`config.mk`:
```
export PLATFORM = sky130hd
export DESIGN_NAME = rggen_axi4lite_responder
export DESIGN_NICKNAME = d
export VERILOG_FILES = /design/src/rtl/rggen_axi4lite_responder.sv
export SDC_FILE = /design/constraint.sdc
export NUM_CORES = 1
export LEC_CHECK = 0
export CORE_UTILIZATION = 39
export DETAILED_ROUTE_END_ITERATION = 7
export MAX_ROUTING_LAYER = met4
export PLACE_DENSITY = 0.8
export SETUP_SLACK_MARGIN = 0.1
export SKIP_CTS_REPAIR_TIMING = 1
export SYNTH_ARGS = -nofsm -noshare
export SYNTH_HDL_FRONTEND = slang
export SYNTH_SLANG_ARGS = --single-unit
```
`constraint.sdc`:
```
create_clock -name i_clk -period 2.3 [get_ports i_clk]
set_clock_uncertainty 0.05 [all_clocks]
set_input_delay 0.345 -clock i_clk [delete_from_list [all_inputs] [get_ports i_clk]]
set_output_delay 0.345 -clock i_clk [all_outputs]
set_load 0.05 [all_outputs]
```
`src/rtl/rggen_axi4lite_responder.sv`:
```
// AXI4-Lite slave front end: serves one AXI4-Lite transaction at a time as a single rggen bus access.
// Optional feature macro: RGGEN_AXI4LITE_RESPONDER_READ_PRIORITY_EN (AR wins a simultaneous AW/W/AR request).
module rggen_axi4lite_responder #(
  parameter int ID_WIDTH      = 0,
  parameter int ADDRESS_WIDTH = 16,
  parameter int BUS_WIDTH     = 32,
  localparam int IW = (ID_WIDTH > 0) ? ID_WIDTH : 1,
  localparam int SW = BUS_WIDTH / 8
) (
  input  logic                     i_clk,
  input  logic                     i_rst_n,
  input  logic                     awvalid,
  output logic                     awready,
  input  logic [IW-1:0]            awid,
  input  logic [ADDRESS_WIDTH-1:0] awaddr,
  input  logic [2:0]               awprot,
  input  logic                     wvalid,
  output logic                     wready,
  input  logic [BUS_WIDTH-1:0]     wdata,
  input  logic [SW-1:0]            wstrb,
  output logic                     bvalid,
  input  logic                     bready,
  output logic [IW-1:0]            bid,
  output logic [1:0]               bresp,
  input  logic                     arvalid,
  output logic                     arready,
  input  logic [IW-1:0]            arid,
  input  logic [ADDRESS_WIDTH-1:0] araddr,
  input  logic [2:0]               arprot,
  output logic                     rvalid,
  input  logic                     rready,
  output logic [IW-1:0]            rid,
  output logic [1:0]               rresp,
  output logic [BUS_WIDTH-1:0]     rdata,
  output logic                     bus_valid,
  output logic [1:0]               bus_access,
  output logic [ADDRESS_WIDTH-1:0] bus_address,
  output logic [BUS_WIDTH-1:0]     bus_write_data,
  output logic [SW-1:0]            bus_strobe,
  input  logic                     bus_ready,
  input  logic [1:0]               bus_status,
  input  logic [BUS_WIDTH-1:0]     bus_read_data
);

  localparam logic [1:0] IDLE     = 2'd0;
  localparam logic [1:0] ACCESS   = 2'd1;
  localparam logic [1:0] RESPONSE = 2'd2;

  localparam logic [1:0] RGGEN_READ  = 2'b00;
  localparam logic [1:0] RGGEN_WRITE = 2'b01;

  logic [1:0]           state;
  logic                 active;
  logic                 aw_done;
  logic                 w_done;
  logic [IW-1:0]        id;
  logic [1:0]           status;
  logic [BUS_WIDTH-1:0] read_data;

  logic idle;
  logic nothing_captured;
  logic read_grant;
  logic aw_hs;
  logic w_hs;
  logic ar_hs;
  logic write_go;
  logic resp_hs;
  logic unused_prot;

  // active keeps every ready low while reset is held and for the first cycle after release
  assign idle             = active && (state == IDLE);
  assign nothing_captured = !(aw_done || w_done);

`ifdef RGGEN_AXI4LITE_RESPONDER_READ_PRIORITY_EN
  assign read_grant = idle && nothing_captured && arvalid;
`else
  assign read_grant = idle && nothing_captured && arvalid && !awvalid && !wvalid;
`endif

  assign awready = idle && !aw_done && !read_grant;
  assign wready  = idle && !w_done  && !read_grant;
  assign arready = read_grant;

  assign aw_hs    = awvalid && awready;
  assign w_hs     = wvalid  && wready;
  assign ar_hs    = arvalid && arready;
  assign write_go = (aw_done || aw_hs) && (w_done || w_hs);
  assign resp_hs  = (bvalid && bready) || (rvalid && rready);

  assign bresp = status;
  assign rresp = status;
  assign rdata = read_data;
  assign bid   = (ID_WIDTH > 0) ? id : {IW{1'b0}};
  assign rid   = (ID_WIDTH > 0) ? id : {IW{1'b0}};

  assign unused_prot = ^{awprot, arprot};

  // Transaction sequencing, capture flags and the registered valid outputs
  always_ff @(posedge i_clk or negedge i_rst_n) begin
    if (!i_rst_n) begin
      active     <= 1'b0;
      state      <= IDLE;
      aw_done    <= 1'b0;
      w_done     <= 1'b0;
      bus_valid  <= 1'b0;
      bus_access <= RGGEN_READ;
      bvalid     <= 1'b0;
      rvalid     <= 1'b0;
    end else begin
      active <= 1'b1;
      case (state)
        IDLE: begin
          if (aw_hs) begin
            aw_done <= 1'b1;
          end
          if (w_hs) begin
            w_done <= 1'b1;
          end
          if (ar_hs) begin
            bus_access <= RGGEN_READ;
            bus_valid  <= 1'b1;
            state      <= ACCESS;
          end else if (write_go) begin
            bus_access <= RGGEN_WRITE;
            bus_valid  <= 1'b1;
            state      <= ACCESS;
          end
        end
        ACCESS: begin
          if (bus_ready) begin
            bus_valid <= 1'b0;
            bvalid    <= (bus_access == RGGEN_WRITE);
            rvalid    <= (bus_access == RGGEN_READ);
            state     <= RESPONSE;
          end
        end
        RESPONSE: begin
          if (resp_hs) begin
            bvalid  <= 1'b0;
            rvalid  <= 1'b0;
            aw_done <= 1'b0;
            w_done  <= 1'b0;
            state   <= IDLE;
          end
        end
        default: begin
          state <= IDLE;
        end
      endcase
    end
  end

  // Request fields captured on AXI handshakes, result captured on the bus handshake
  always_ff @(posedge i_clk or negedge i_rst_n) begin
    if (!i_rst_n) begin
      bus_address    <= {ADDRESS_WIDTH{1'b0}};
      bus_write_data <= {BUS_WIDTH{1'b0}};
      bus_strobe     <= {SW{1'b0}};
      id             <= {IW{1'b0}};
      status         <= 2'b00;
      read_data      <= {BUS_WIDTH{1'b0}};
    end else begin
      if (aw_hs) begin
        bus_address <= awaddr;
        id          <= awid;
      end else if (ar_hs) begin
        bus_address <= araddr;
        id          <= arid;
      end
      if (w_hs) begin
        bus_write_data <= wdata;
        bus_strobe     <= wstrb;
      end else if (ar_hs) begin
        bus_strobe <= {SW{1'b1}};
      end
      if (bus_valid && bus_ready) begin
        status <= bus_status;
        if (bus_access == RGGEN_READ) begin
          read_data <= bus_read_data;
        end
      end
    end
  end

endmodule

```
==> run summary, run 1 <==
Source-to-sink clock delay at the later pin of the worst-skew pair -> 0.36 ns
Layout filler cell count -> 786
Synth Flop Type -> sky130_fd_sc_hd__dfrtp_1
Post-DP HPWL -> 7690 µm
Num CTS Buffers -> 9
Overflow after GRT -> 0
Buffer type at the clock tree root -> sky130_fd_sc_hd__clkbuf_8
Post-route cell area -> 6370 µm²
Number of different library cells in the post-synthesis netlist -> 36
Post-DRT Antenna Nets -> 0
Crit share post-route -> 0.914
Area fraction of the dominant cell type after synthesis -> 0.601
Endpoint class of the critical path -> output port
Worst min-delay path class -> input pin to async pin
CTS clk-pin slew, worst paths -> 0.09 ns
Post-placement worst setup slack -> 0.0730 ns
Arrival time of data at the critical path endpoint -> 1.71 ns
Required time of the critical path -> 1.90 ns
Layout Nets -> 617
Async set-or-reset flop fraction in the synthesized netlist -> 1.00
Signed area change from the synthesized netlist to the final layout -> 60.9%
Gate Count Post-Synth -> 295
Number of hold-slack violations in the final timing report -> 0
Pin slew with the least headroom to its limit -> 0.743 ns
Critical path's largest stage delay -> 0.48 ns
Global placer's final weighted congestion -> 0.820
Max-Cap Viols -> 0
First-pass iteration count of the detailed router -> 4
Input/output buffers -> 204
Height of the die -> 103 µm
DRC violations left -> 0
Post-synthesis cell area -> 3960 µm²
Startpoint of the worst register-to-register path -> aw_done
Cell Area, Placed -> 6140 µm²
Critical path startpoint -> w_done
Slew Limit Headroom -> 0.505
Worst setup path category -> flip-flop to output port
Detailed router's first-iteration violation count -> 58
Synthesized flop and latch total -> 95
Worst r2r path cells -> 4
Top area cells in the synthesized netlist -> sky130_fd_sc_hd__dfrtp_1 (60%), sky130_fd_sc_hd__mux2_2 (18%), sky130_fd_sc_hd__nand3_1 (4.0%), sky130_fd_sc_hd__o311ai_1 (2.0%), sky130_fd_sc_hd__inv_1 (1.8%)
Std cell rows -> 36
Synth Area per Inst -> 13.4 µm²
Initial cell density of the core -> 0.403
Sequential element share of the synthesized area -> 0.601
Core Box Area -> 9820 µm²
Ranking of synthesized cells by instance count -> sky130_fd_sc_hd__dfrtp_1 (95), sky130_fd_sc_hd__mux2_2 (65), sky130_fd_sc_hd__nand3_1 (32)
Final critical path time including I/O delays and setup -> 2.10 ns
Antenna fix cells -> 0
Max frequency -> 476 MHz
Global-route total usage across every layer -> 0.200
Post-route setup TNS -> 0 ns
Clock sinks -> 95
Average vias per placed instance -> 4.99
Clock tree from TritonCTS -> yes
Via count of the routed design -> 3178
Final setup viols -> 0
Most common cell in the synthesized netlist -> sky130_fd_sc_hd__dfrtp_1
Run status -> finished, final reports clean
Power density over the cells -> 1610 nW/µm²
Number of antenna violations at the first check in global routing -> 0
Leakage power -> 2.66 nW
WL/cell -> 16.0 µm
Pwr Total -> 0.0102 W
Die outline width -> 103 µm
IR Drop Worst-Case VDD -> 0.000753 V
First-pass GRT wire length -> 15500 µm
Setup slack after layout -> 0.198 ns
Via count of the first global-routing pass -> 3217
Number of enable flip-flop cells after synthesis -> 0
H-Tree Depth -> 3
Dominant cell type by area after synthesis -> sky130_fd_sc_hd__dfrtp_1
Fraction of final layout cells with drive strength greater than 1 -> 0.208
Crit-path slowest cell -> sky130_fd_sc_hd__dfrtp_1
Max-slew violations -> 0
Cell-by-cell listing of the critical path -> nor4b_4 -> and2_2 -> nor3_2 -> buf_4
Highest fanout seen on the critical path -> 7
Unrepaired setup endpoints after global routing -> no
Routed wire length -> 10200 µm
Warning count from the yosys run -> 0
Buffers from clock root to sink, at most -> 2
I/O Pins -> 216
Worst setup SP type -> flip-flop
Pin count of the biggest net entering global routing -> 49
Die area -> 10600 µm²
flip-flops by register name, summed over array words and instances, names as in the netlist:
name	flops
rdata	32
bus_access	1
bus_write_data	32
state	2
aw_done	1
bresp	2
rvalid	1
active	1
w_done	1
bvalid	1
bus_strobe	4
bus_valid	1
bus_address	16
cell type report:
class,instances,area [µm²],share of cell area
clock buffers,11,131,0.0206
clock inverters,5,82.6,0.0130
inverters,19,71.3,0.0112
multi-input cells,159,1390,0.218
flip-flops and latches,95,2380,0.373
well taps,133,166,0.0261
repair buffers,215,2150,0.338
cell families (layout without fill, tap and decap cells):
family,Yosys count,after routing,synth area share
compound gates,38,38,0.0762
buf+inv,43,250,0.0563
flops,95,95,0.601
mux,66,66,0.188
other cells,2,4,0.00190
simple gates,51,51,0.0774
critical path, delay by kind of cell (launching register included):
family                 cells  cell delay [ns]
buffers and inverters      1             0.20
flip-flops                 1             0.48
AND/OR/NAND/NOR            3             0.66
stage by stage:
stage | std cells | hold slack (ns) | util
after floorplan | 297 | -0.000591 | -
after global placement | 620 | 0.260 | 0.626
after detailed placement | 620 | 0.275 | 0.626
after CTS | 636 | -0.136 | 0.647
after global routing | 637 | 0.434 | 0.649
final | 637 | 0.406 | 0.649
path summary, 6_finish.rpt:
path	slack [ns]	to
max reg2reg	0.51	bus_address[15]
min	0.41	rdata[5]
min in group i_clk	0.44	bus_strobe[2]
max in group asynchronous	1.17	bus_write_data[9]
max	0.20	awready
min reg2reg	0.44	bus_strobe[2]
layer usage:
layer	GRT usage	vias up	share of wire
met2	0.341	148	0.52
met4	0.0921	0	0.021
met5	-	-	0
met1	0.228	1557	0.39
met3	0.0380	20	0.073
li1	-	1453	-
cell usage in the layout, fill, tap and decap left out, drive strengths merged, types with 2 or more instances in the layout:
master	count
nor3	2
bufinv	2
o22a	4
nand3	32
a21o	3
o311ai	16
clkbuf	11
nor2	3
nor4b	2
o21ai	3
mux2	66
or2	2
clkinv	3
nand2	3
conb	4
buf	14
inv	19
dfrtp	95
and2	2
a21oi	3
nand3b	2
clkdlybuf4s50	200
report_power, final:
part | internal [W] | switching (W) | leakage [nW] | total [W]
clock | 0.000616 | 0.000584 | 0.107 | 0.00120
sequential | 0.00248 | 0.000507 | 1.14 | 0.00299
combinational | 0.00222 | 0.00382 | 1.41 | 0.00604
total | 0.00531 | 0.00492 | 2.66 | 0.0102
(Power assumes the default switching activity.)
==> run 2: changes to the inputs <==
--- a/config.mk
+++ b/config.mk
@@ -11,6 +11,7 @@
 export PLACE_DENSITY = 0.8
 export SETUP_SLACK_MARGIN = 0.1
 export SKIP_CTS_REPAIR_TIMING = 1
+export SKIP_LAST_GASP = 1
 export SYNTH_ARGS = -nofsm -noshare
 export SYNTH_HDL_FRONTEND = slang
 export SYNTH_SLANG_ARGS = --single-unit
==> results of run 2 <==
Final layout, timing and power as in run 1 (identical DEF).
